`src/rtl/irq_event_arbiter.sv`:
```
// Event collector and arbiter for the NPU interrupt controller. It latches source edges
// as pending, arbitrates among the unmasked ones and runs a req/ack handshake.
module irq_event_arbiter #(
    parameter int NUM_SRC     = 8,
    parameter int ARB_MODE    = 0,
    parameter int ACK_TIMEOUT = 16
) (
    input  logic               clk,
    input  logic               rst_n,
    input  logic [NUM_SRC-1:0] src_event_i,
    input  logic [NUM_SRC-1:0] irq_mask_i,
    input  logic               clr_valid_i,
    input  logic [NUM_SRC-1:0] clr_mask_i,
    input  logic               clr_err_i,
    output logic               irq_req_o,
    output logic [7:0]         irq_id_o,
    input  logic               irq_ack_i,
    output logic [NUM_SRC-1:0] pending_o,
    output logic [NUM_SRC-1:0] overrun_o,
    output logic               timeout_err_o,
    output logic               busy_o,
    output logic [1:0]         dbg_state_o
);
    // Handshake: irq_req/irq_id stay stable from the edge that enters REQ until the edge
    // that samples irq_ack=1 (or the ack timeout expires); ack outside REQ is ignored,
    // and the one-cycle GAP lets the controller drop its ack before the next request.
    typedef enum logic [1:0] {ST_IDLE = 2'd0, ST_REQ = 2'd1, ST_GAP = 2'd2} state_e;

    localparam int CW = $clog2(ACK_TIMEOUT + 2);

    state_e             state_q, state_d;
    logic [NUM_SRC-1:0] src_q;
    logic [NUM_SRC-1:0] pending_q, pending_d;
    logic [NUM_SRC-1:0] overrun_q, overrun_d;
    logic               timeout_err_q, timeout_err_d;
    logic [7:0]         irq_id_q, irq_id_d;
    logic [7:0]         rr_ptr_q, rr_ptr_d;
    logic [CW-1:0]      cnt_q, cnt_d;

    logic [NUM_SRC-1:0] rise, clr_vec, req_vec, rot;
    logic [7:0]         shamt, off, win_idx;
    logic [8:0]         sum;
    logic               win_found, ack_take, timeout_hit;

    assign rise        = src_event_i & ~src_q;
    assign req_vec     = pending_q & irq_mask_i;
    assign ack_take    = (state_q == ST_REQ) && irq_ack_i;
    assign timeout_hit = (state_q == ST_REQ) && !irq_ack_i && (ACK_TIMEOUT != 0)
                         && (cnt_q == CW'(ACK_TIMEOUT - 1));

    // Rotate the request vector so the search always starts at bit 0, then map back.
    always_comb begin
        shamt = 8'd0;
        if (ARB_MODE == 1) begin
            shamt = (rr_ptr_q >= 8'(NUM_SRC - 1)) ? 8'd0 : rr_ptr_q + 8'd1;
        end
        rot       = NUM_SRC'({req_vec, req_vec} >> shamt);
        win_found = 1'b0;
        off       = 8'd0;
        for (int i = NUM_SRC - 1; i >= 0; i--) begin
            if ((rot & (NUM_SRC'(1) << i)) != '0) begin
                win_found = 1'b1;
                off       = 8'(i);
            end
        end
        sum     = {1'b0, shamt} + {1'b0, off};
        win_idx = (sum >= 9'(NUM_SRC)) ? 8'(sum - 9'(NUM_SRC)) : sum[7:0];
    end

    always_ff @(posedge clk or negedge rst_n) begin
        if (!rst_n) state_q <= ST_IDLE;
        else        state_q <= state_d;
    end

    always_comb begin
        state_d = state_q;
        case (state_q)
            ST_IDLE: if (win_found) state_d = ST_REQ;
            ST_REQ:  if (ack_take || timeout_hit) state_d = ST_GAP;
            ST_GAP:  state_d = ST_IDLE;
            default: state_d = ST_IDLE;
        endcase
    end

    always_comb begin
        irq_req_o   = (state_q == ST_REQ);
        busy_o      = (state_q != ST_IDLE);
        dbg_state_o = state_q;
    end

    // A rising edge always wins over a clear of the same bit.
    always_comb begin
        clr_vec       = (clr_valid_i ? clr_mask_i : '0)
                      | (ack_take ? (NUM_SRC'(1) << irq_id_q) : '0);
        pending_d     = (pending_q & ~clr_vec) | rise;
        overrun_d     = (clr_err_i ? '0 : overrun_q) | (rise & pending_q & ~clr_vec);
        timeout_err_d = (clr_err_i ? 1'b0 : timeout_err_q) | timeout_hit;
        irq_id_d      = irq_id_q;
        rr_ptr_d      = rr_ptr_q;
        cnt_d         = '0;
        case (state_q)
            ST_IDLE: if (win_found) irq_id_d = win_idx;
            ST_REQ: begin
                cnt_d = cnt_q + CW'(1);
                if (ack_take) rr_ptr_d = irq_id_q;
            end
            default: ;
        endcase
    end

    always_ff @(posedge clk or negedge rst_n) begin
        if (!rst_n) begin
            src_q         <= '0;
            pending_q     <= '0;
            overrun_q     <= '0;
            timeout_err_q <= 1'b0;
            irq_id_q      <= 8'd0;
            rr_ptr_q      <= 8'(NUM_SRC - 1);
            cnt_q         <= '0;
        end else begin
            src_q         <= src_event_i;
            pending_q     <= pending_d;
            overrun_q     <= overrun_d;
            timeout_err_q <= timeout_err_d;
            irq_id_q      <= irq_id_d;
            rr_ptr_q      <= rr_ptr_d;
            cnt_q         <= cnt_d;
        end
    end

    assign irq_id_o      = irq_id_q;
    assign pending_o     = pending_q;
    assign overrun_o     = overrun_q;
    assign timeout_err_o = timeout_err_q;
endmodule

```
`config.mk`:
```
export PLATFORM = sky130hd
export DESIGN_NAME = irq_event_arbiter
export DESIGN_NICKNAME = d
export VERILOG_FILES = /design/src/rtl/irq_event_arbiter.sv
export SDC_FILE = /design/constraint.sdc
export NUM_CORES = 1
export LEC_CHECK = 0
export CORE_MARGIN = 1.5
export CORE_UTILIZATION = 39
export DETAILED_ROUTE_END_ITERATION = 16
export PLACE_DENSITY = 0.72
export SLEW_MARGIN = 10
export SYNTH_ARGS = -nofsm -noshare
export SYNTH_HDL_FRONTEND = slang
export SYNTH_SLANG_ARGS = --single-unit
```
`constraint.sdc`:
```
create_clock -name clk -period 3.28 [get_ports clk]
set_input_delay 0.492 -clock clk [delete_from_list [all_inputs] [get_ports clk]]
set_output_delay 0.492 -clock clk [all_outputs]
set_load 0.02 [all_outputs]
```
==> impl_metrics.env, run 1 <==
export IMPL_status="completed"
export IMPL_clock_skew_final_ps=4.03
export IMPL_cell_count_after_placement=239
export IMPL_crit_reg2reg_capture="irq_id_o[0]"
export IMPL_die_width_um=66.4
export IMPL_postCtsSetupRepairBufs=0
export IMPL_clock_tree_htree_level_count=2
export IMPL_ys_top_cells_by_area="dfrtp_1, nand2_1, nand2b_1"
export IMPL_timing_final_setup_violations=0
export IMPL_r2r_start="pending_o[2]"
export IMPL_cts_resized_gates=0
export IMPL_drtAntennaViolNets=0
export IMPL_hold_path_end="cnt_q[0]"
export IMPL_via_count_of_the_first_global_routing_pass=1281
export IMPL_netlist_cell_type_count=31
export IMPL_number_of_antenna_violations_at_the_first_check_in_global_routing=0
export IMPL_numPortBuffers=52
export IMPL_clock_sinks=35
export IMPL_synth_edf_count=0
export IMPL_p_per_area_nw_per_um2=679
export IMPL_hold_path_cell_count=1
export IMPL_maximum_number_of_pins_on_one_net_before_global_route_repair=36
export IMPL_drt_iter0_drc=55
export IMPL_synth_sequential_area_ratio_pct=56.0
export IMPL_top_area_cell_type_share_of_the_netlist_area_pct=56.0
export IMPL_instances_no_fill=247
export IMPL_max_freq_ghz=0.465
export IMPL_placementRows=22
export IMPL_initial_core_util_pct=41.8
export IMPL_synth_most_common_cell="dfrtp_1"
export IMPL_total_leakage_power_nw=0.963
export IMPL_first_pass_grt_wire_length_um=6000
export IMPL_yosysWarningCount=0
export IMPL_critical_path_endpoint_type="output port"
export IMPL_timing_final_crit_share_pct=65.5
export IMPL_netlist_area_sq_um=1570
export IMPL_synth_async_reset_ratio_pct=100
export IMPL_hold_path_startpoint="cnt_q[0]"
export IMPL_flow_area_growth_from_synthesis_pct=41.3
export IMPL_synth_largest_area_cell="dfrtp_1"
export IMPL_drt_first_pass_iters=4
export IMPL_crit_arrival_ps=1660
export IMPL_synthTopCellsByCount="dfrtp_1, nand2_1, inv_1"
export IMPL_route_vias_total=1233
export IMPL_drt_total_wl_um=3580
export IMPL_grt_overflow_total=0
export IMPL_max_slew_vio_count=0
export IMPL_ir_drop_mv=0.327
export IMPL_die_area_sq_um=4400
export IMPL_worst_path_dominant_cell_family="buffers and inverters"
export IMPL_cts_root_buffer="clkbuf_8"
export IMPL_count_of_antenna_diodes_in_the_layout=0
export IMPL_io_pin_count=58
export IMPL_filler_cell_count=330
export IMPL_path_buf_inv=2
export IMPL_total_power_w=0.00150
export IMPL_final_layout_size_suffix_gt1_share_pct=9.05
export IMPL_viasPerCell=4.99
export IMPL_critPathMaxStageDelay_ps=540
export IMPL_syn_inst=142
export IMPL_cts_hold_fix_buffers=0
export IMPL_worst_setup_path_class="flop to output port"
export IMPL_post_route_min_period_ps=2150
export IMPL_grt_setup_unrepaired="false"
export IMPL_drc=0
export IMPL_r2r_worst_path_cells=4
export IMPL_register_bit_total_from_synthesis=35
export IMPL_drv_cap=0
export IMPL_hold_violations=0
export IMPL_timing_critical_path_slowest_stage_cell="clkdlybuf4s50_1"
export IMPL_fin_tns_setup_ps=0
export IMPL_cts_made_buffers=5
export IMPL_r2r_slack_ps=1810
export IMPL_ordered_cell_list_for_the_critical_path="nor2_1 > inv_1 > clkdlybuf4s50_1"
export IMPL_holdCritPathClass="flop to flop"
export IMPL_core_region_area_sq_um=3740
export IMPL_gpl_final_weighted_congestion=0.862
export IMPL_wire_per_inst_um=14.5
export IMPL_grt_usage_pct=18.5
export IMPL_synth_avg_cell_area_sq_um=11.0
export IMPL_layout_nets=229
export IMPL_ys_dominant_reg_cell="dfrtp_1"
export IMPL_die_h_um=66.4
export IMPL_critical_path_peak_fanout=6
export IMPL_dp_hpwl_um=2750
export IMPL_path_clk_slew_ps=70
export IMPL_start_kind="flop"
export IMPL_clk_path_buf_depth=2
export IMPL_cts_tree="done"
export IMPL_critPathRequiredTime_ps=2790
export IMPL_clock_insertion_delay_worst_skew_ps=290
==> metal layers <==
metal	up-vias	global-route usage (%)	routed length, um
met2	55	27.5	1720
met1	581	24.8	1560
li1	588	-	-
met3	9	5.11	226
met4	0	8.67	78
met5	-	0	0
==> registers in the layout, summed over array words and instances, names as in the netlist <==
name / count
irq_id_o: 3
timeout_err_o: 1
overrun_o: 8
cnt_q: 5
pending_o: 8
src_q: 8
dbg_state_o: 2
==> logic make-up (layout without fill, tap and decap cells) <==
| logic type | after synthesis | count (layout) | synth area share (%) |
|---|---|---|---|
| AO/OA/AOI/OAI | 32 | 32 | 17.1 |
| adder cells (fa/ha/maj) | 2 | 2 | 1.60 |
| multiplexers | 1 | 1 | 0.719 |
| XOR/XNOR | 2 | 2 | 1.12 |
| flip-flops | 35 | 35 | 56.0 |
| buffers and inverters | 21 | 74 | 7.03 |
| other | 1 | 5 | 0.240 |
| AND/OR/NAND/NOR | 48 | 48 | 16.2 |
==> where the power goes <==
| part | switching, W | total [W] | leakage, nW | internal (W) |
|---|---|---|---|---|
| logic | 0.000291 | 0.000554 | 0.479 | 0.000263 |
| clock network | 0.000145 | 0.000336 | 0.0515 | 0.000191 |
| registers | 0.000104 | 0.000612 | 0.432 | 0.000509 |
| total | 0.000539 | 0.00150 | 0.963 | 0.000963 |
==> per-stage QoR <==
stage / instance area, sq um / hold WS [ps] / utilization [%] / setup WS [ps]
after floorplan: 1580 / 196 / - / 1850
after global placement: 2110 / 451 / 56.4 / 1370
after detailed placement: 2110 / 449 / 56.4 / 1290
after CTS: 2210 / 461 / 59.1 / 1120
after global routing: 2210 / 473 / 59.1 / 1050
final: 2210 / 458 / 59.1 / 1130
==> cell type report <==
| cell class | count | area, sq um | share of cell area, % |
|---|---|---|---|
| Inverter | 13 | 53.8 | 2.43 |
| Tap cell | 48 | 60.1 | 2.71 |
| Sequential cell | 35 | 876 | 39.6 |
| Multi-Input combinational cell | 90 | 594 | 26.9 |
| Timing Repair Buffer | 53 | 528 | 23.9 |
| Clock buffer | 8 | 100 | 4.52 |
==> placed cells by master (no fill, tap or decap), drive strengths merged <==
cell type       n
clkdlybuf4s50  52
dfrtp          35
nand2          23
inv            12
nand2b         11
o22ai           9
nor2            8
clkbuf          8
o211ai          6
conb            5
a22oi           4
a21oi           4
o21ai           3
o311ai          2
and2            2
a32oi           2
ha              2
nand3           2
clkinv          1
nand3b          1
xor2            1
xnor2           1
and3            1
a221o           1
mux2            1
o31ai           1
buf             1
==> worst register-to-register path: cells and delay by family, from the launching register on <==
kind / cells / cell delay, ps
AO/OA/AOI/OAI: 2 / 430
flip-flops: 1 / 440
multiplexers: 1 / 350
AND/OR/NAND/NOR: 1 / 140
==> worst max path at each step <==
stage,startpoint,to,depth (start not counted)
floorplan,dbg_state_o[0],busy_o,2
global placement,irq_mask_i[2],irq_id_o[0],5
detailed placement,irq_mask_i[2],irq_id_o[0],5
CTS,dbg_state_o[0],busy_o,3
global route,dbg_state_o[0],busy_o,3
finish,dbg_state_o[0],busy_o,3
No activity file was read; power rests on OpenSTA's default activity.
==> inputs of run 2 (changes only) <==
PLACE_DENSITY = 0.75   (was 0.72)
clock period = 1.9 ns   (was 3.28 ns; I/O delays follow)
==> run 2 against run 1 <==
First-iteration DRC count is 11% higher. Via count is 2.5% higher. Core utilization grew 0.067 points. Cell count increased by 0.40%. Critical path type unchanged. Largest power group unchanged.
==> impl_metrics.env, run 2 (synthesized netlist as in run 1, its figures left out) <==
export IMPL_via_count_of_the_first_global_routing_pass=1336
export IMPL_worst_setup_path_class="flop to output port"
export IMPL_dr_wl_met2_um=1830
export IMPL_timing_final_crit_share_pct=96.6
export IMPL_drc=0
export IMPL_critical_path_endpoint_type="output port"
export IMPL_critPathMaxStageDelay_ps=600
export IMPL_number_of_antenna_violations_at_the_first_check_in_global_routing=0
export IMPL_drt_iter0_drc=61
export IMPL_layout_nets=231
export IMPL_gpl_final_weighted_congestion=0.813
export IMPL_io_pin_count=58
export IMPL_drt_first_pass_iters=4
export IMPL_worst_path_dominant_cell_family="buffers and inverters"
export IMPL_numPortBuffers=52
export IMPL_max_freq_ghz=0.545
export IMPL_flow_area_growth_from_synthesis_pct=41.5
export IMPL_drv_cap=0
export IMPL_layout_cells_most_common_list="clkdlybuf4s50_1, dfrtp_1, nand2_1"
export IMPL_drtAntennaViolNets=0
export IMPL_dpl_worst_slack_ps=109
export IMPL_dp_hpwl_um=2830
export IMPL_path_buf_inv=2
export IMPL_die_area_sq_um=4400
export IMPL_routedLengthMet1_um=1470
export IMPL_timing_critical_path_slowest_stage_cell="clkdlybuf4s50_1"
export IMPL_total_power_w=0.00258
export IMPL_clk_path_buf_depth=2
export IMPL_max_slew_vio_count=0
export IMPL_cts_tree="done"
export IMPL_start_kind="flop"
export IMPL_post_route_min_period_ps=1840
export IMPL_top_layer_used="met4"
export IMPL_count_of_antenna_diodes_in_the_layout=0
export IMPL_die_h_um=66.4
export IMPL_grt_usage_pct=19.2
export IMPL_layout_commonest_cell="clkdlybuf4s50_1"
export IMPL_final_layout_size_suffix_gt1_share_pct=10.0
export IMPL_cts_hold_fix_buffers=0
export IMPL_crit_arrival_ps=1550
export IMPL_p_per_area_nw_per_um2=1160
export IMPL_placementRows=22
export IMPL_core_region_area_sq_um=3740
export IMPL_hold_violations=0
export IMPL_cts_made_buffers=5
export IMPL_ir_drop_mv=0.586
export IMPL_clock_tree_htree_level_count=2
export IMPL_register_area_sq_um=876
export IMPL_clock_sinks=35
export IMPL_maximum_number_of_pins_on_one_net_before_global_route_repair=36
export IMPL_viasPerCell=5.10
export IMPL_status="completed"
export IMPL_clock_skew_final_ps=4.45
export IMPL_critical_path_peak_fanout=8
export IMPL_cts_resized_gates=0
export IMPL_total_leakage_power_nw=0.968
export IMPL_clock_insertion_delay_worst_skew_ps=280
export IMPL_critPathRequiredTime_ps=1620
export IMPL_filler_cell_count=336
export IMPL_grt_setup_unrepaired="false"
export IMPL_setup_slack_ps=64.5
export IMPL_holdCritPathClass="primary input to asynchronous set/reset pin"
export IMPL_holdWs_ps=399
export IMPL_cts_root_buffer="clkbuf_8"
export IMPL_grt_overflow_total=0
export IMPL_postCtsSetupRepairBufs=0
export IMPL_die_width_um=66.4
export IMPL_wl_met3_um=265
export IMPL_first_pass_grt_wire_length_um=6200
export IMPL_route_vias_total=1264
export IMPL_fin_tns_setup_ps=0
export IMPL_initial_core_util_pct=41.8
export IMPL_multi_input_comb_area_sq_um=594
export IMPL_timing_final_setup_violations=0
export IMPL_wire_per_inst_um=14.6
export IMPL_ordered_cell_list_for_the_critical_path="nand2b_4 > clkinv_4 > clkdlybuf4s50_1"
export IMPL_path_clk_slew_ps=60
export IMPL_drt_total_wl_um=3630
-- run 2: report_power, final --
group,switching [W],internal [W],leakage [nW]
combinational,0.000535,0.000483,0.489
clock,0.000240,0.000284,0.0470
sequential,0.000157,0.000878,0.432
total,0.000932,0.00164,0.968
-- run 2: final cells by class --
cell class                      count  area share [%]
Clock buffer                        6            3.73
Clock inverter                      1           0.226
Tap cell                           48            2.71
Timing Repair Buffer               55            24.5
Inverter                           13            2.43
Multi-Input combinational cell     90            26.8
Sequential cell                    35            39.5
-- run 2: worst paths after layout --
check | cells after the start | slack [ps] | endpoint | startpoint
worst max-delay path | 3 | 60 | irq_req_o | dbg_state_o[1]
worst min-delay path | 2 | 400 | src_q[5] | rst_n
worst max register to register | 4 | 430 | irq_id_o[0] | pending_o[2]
worst min register to register | 1 | 460 | cnt_q[0] | cnt_q[0]
max in group asynchronous | 2 | 1190 | timeout_err_o | rst_n
min in group clk | 1 | 460 | cnt_q[0] | cnt_q[0]
-- run 2: layer usage --
layer / track usage (%) / vias to the layer above
met5: 0 / -
met4: 7.91 / 0
met3: 6.98 / 7
met2: 32.1 / 58
met1: 22.1 / 610
li1: - / 589
-- run 2: per-stage QoR --
step	instance area, sq um	cells	util, %
after floorplan	1580	146	-
after global placement	2130	241	56.8
after detailed placement	2130	241	56.8
after CTS	2210	248	59.2
after global routing	2210	248	59.2
final	2210	248	59.2
-- run 2: worst register-to-register path: stages (launching register included) --
cell and delay (ps):
dfrtp_1 430, a22oi_1 290, nand2_1 130, o21ai_2 160, mux2_2 340
==> inputs of run 3 (changes only) <==
CORE_ASPECT_RATIO = 1.1   (was default)
GPL_TIMING_DRIVEN = 0   (was default)
==> run 3 against run 2 <==
Sequential share of layout area decreased by 1.1 points. Cell area increased by 3.0%. First-iteration DRC count decreased by 28%. Clock power increased by 52%. Register-to-register slack got worse by 30 ps. Combinational power decreased by 3%. Non-clock buffer count increased by 3. Wire length increased by 0.19%.
==> impl_metrics.env, run 3 (synthesized netlist as in run 1, its figures left out) <==
export IMPL_cts_root_buffer="clkbuf_8"
export IMPL_hold_violations=0
export IMPL_p_per_area_nw_per_um2=1250
export IMPL_drt_first_pass_iters=4
export IMPL_layout_cells_most_common_list="clkdlybuf4s50_1, dfrtp_1, nand2_1"
export IMPL_drv_cap=0
export IMPL_worst_setup_path_class="flop to output port"
export IMPL_r2r_worst_path_cells=4
export IMPL_crit_arrival_ps=1510
export IMPL_critical_path_endpoint_type="output port"
export IMPL_holdCritPathClass="primary input to asynchronous set/reset pin"
export IMPL_relSlewSlack_pct=47.9
export IMPL_ordered_cell_list_for_the_critical_path="clkdlybuf4s50_1"
export IMPL_cts_made_buffers=5
export IMPL_critical_path_peak_fanout=7
export IMPL_io_pin_count=58
export IMPL_cts_hold_fix_buffers=0
export IMPL_grt_setup_unrepaired="false"
export IMPL_die_h_um=69.4
export IMPL_critPathRequiredTime_ps=1620
export IMPL_critical_path_depth=1
export IMPL_clk_path_buf_depth=2
export IMPL_total_leakage_power_nw=1.00
export IMPL_grt_overflow_total=0
export IMPL_total_power_w=0.00285
export IMPL_dpl_worst_slack_ps=78.0
export IMPL_timing_final_setup_violations=0
export IMPL_worst_path_dominant_cell_family="buffers and inverters"
export IMPL_start_kind="flop"
export IMPL_flow_area_growth_from_synthesis_pct=45.7
export IMPL_setup_slack_ps=109
export IMPL_clock_sinks=35
export IMPL_gpl_final_weighted_congestion=0.812
export IMPL_route_vias_total=1232
export IMPL_path_buf_inv=1
export IMPL_drt_total_wl_um=3640
export IMPL_initial_core_util_pct=41.8
export IMPL_numPortBuffers=50
export IMPL_drc=0
export IMPL_wire_per_inst_um=14.3
export IMPL_via_count_of_the_first_global_routing_pass=1308
export IMPL_path_clk_slew_ps=70
export IMPL_drtAntennaViolNets=0
export IMPL_grt_usage_pct=18.1
export IMPL_max_slew_vio_count=0
export IMPL_die_area_sq_um=4400
export IMPL_die_width_um=63.4
export IMPL_max_freq_ghz=0.558
export IMPL_viasPerCell=4.85
export IMPL_ir_drop_mv=0.672
export IMPL_layout_nets=234
export IMPL_slew_at_the_pin_with_the_worst_max_slew_slack_ps=781
export IMPL_status="completed"
export IMPL_timing_final_crit_share_pct=94.3
export IMPL_first_pass_grt_wire_length_um=6170
export IMPL_layout_commonest_cell="clkdlybuf4s50_1"
export IMPL_crit_start="irq_id_o[0]"
export IMPL_post_route_min_period_ps=1790
export IMPL_maximum_number_of_pins_on_one_net_before_global_route_repair=36
export IMPL_count_of_antenna_diodes_in_the_layout=0
export IMPL_clock_skew_final_ps=5.86
export IMPL_critPathMaxStageDelay_ps=680
export IMPL_clock_tree_htree_level_count=2
export IMPL_drt_iter0_drc=44
export IMPL_timing_critical_path_slowest_stage_cell="clkdlybuf4s50_1"
export IMPL_placementRows=23
export IMPL_dp_hpwl_um=2810
export IMPL_r2r_start="pending_o[2]"
export IMPL_number_of_antenna_violations_at_the_first_check_in_global_routing=0
export IMPL_postCtsSetupRepairBufs=0
export IMPL_clock_insertion_delay_worst_skew_ps=290
export IMPL_layout_core_utilization_pct=61.0
export IMPL_cts_tree="done"
export IMPL_core_region_area_sq_um=3740
export IMPL_final_layout_size_suffix_gt1_share_pct=12.7
## run 3: cell count changes in the layout (fill, tap and decap cells not counted), sizes merged
| cell | previous run | this run |
|---|---|---|
| dlygate4sd2 | 0 | 1 |
| clkinvlp | 0 | 1 |
| bufinv | 0 | 2 |
| clkdlybuf4s50 | 52 | 48 |
| buf | 3 | 9 |
| clkinv | 2 | 1 |
| clkbuf | 6 | 5 |
## run 3: worst paths after layout
kind                           endpoint  slack, ps
hold / removal             pending_o[6]         70
setup reg to reg            irq_id_o[0]        400
hold reg to reg                cnt_q[0]        490
max in group asynchronous  pending_o[0]       1330
min in group clk               src_q[2]        460
setup / recovery            irq_id_o[0]        110
## run 3: layout make-up
cell class | instances | area [sq um]
Clock inverter | 3 | 67.6
Inverter | 13 | 53.8
Clock buffer | 5 | 68.8
Tap cell | 50 | 62.6
Multi-Input combinational cell | 90 | 602
Fill cell | 318 | 1460
Timing Repair Buffer | 50 | 494
Buffer | 8 | 56.3
Sequential cell | 35 | 876
## run 3: repair_timing
action	in CTS	in global routing
pin swaps	0	0
gates resized for setup	2	1
setup endpoints to repair	2	1
## run 3: power breakdown
part | leakage, nW | internal (W) | switching (W)
Clock | 0.0644 | 0.000523 | 0.000276
Combinational | 0.505 | 0.000476 | 0.000509
Sequential | 0.432 | 0.000877 | 0.000183
Total | 1.00 | 0.00188 | 0.000969
## run 3: through the flow
step                TNS, ps  instances  cell area [sq um]  hold WS [ps]
floorplan                 0        146               1580         -10.6
global placement      -4270        246               2140           439
detailed placement        0        246               2140           402
CTS                       0        254               2280          90.6
global route              0        254               2280           134
finish                    0        254               2280          70.9
## run 3: per-layer routing
metal,wire (um),global-route usage [%]
met2,1680,27.3
met1,1630,24.0
met3,293,6.98
met5,0,0
met4,37,6.04
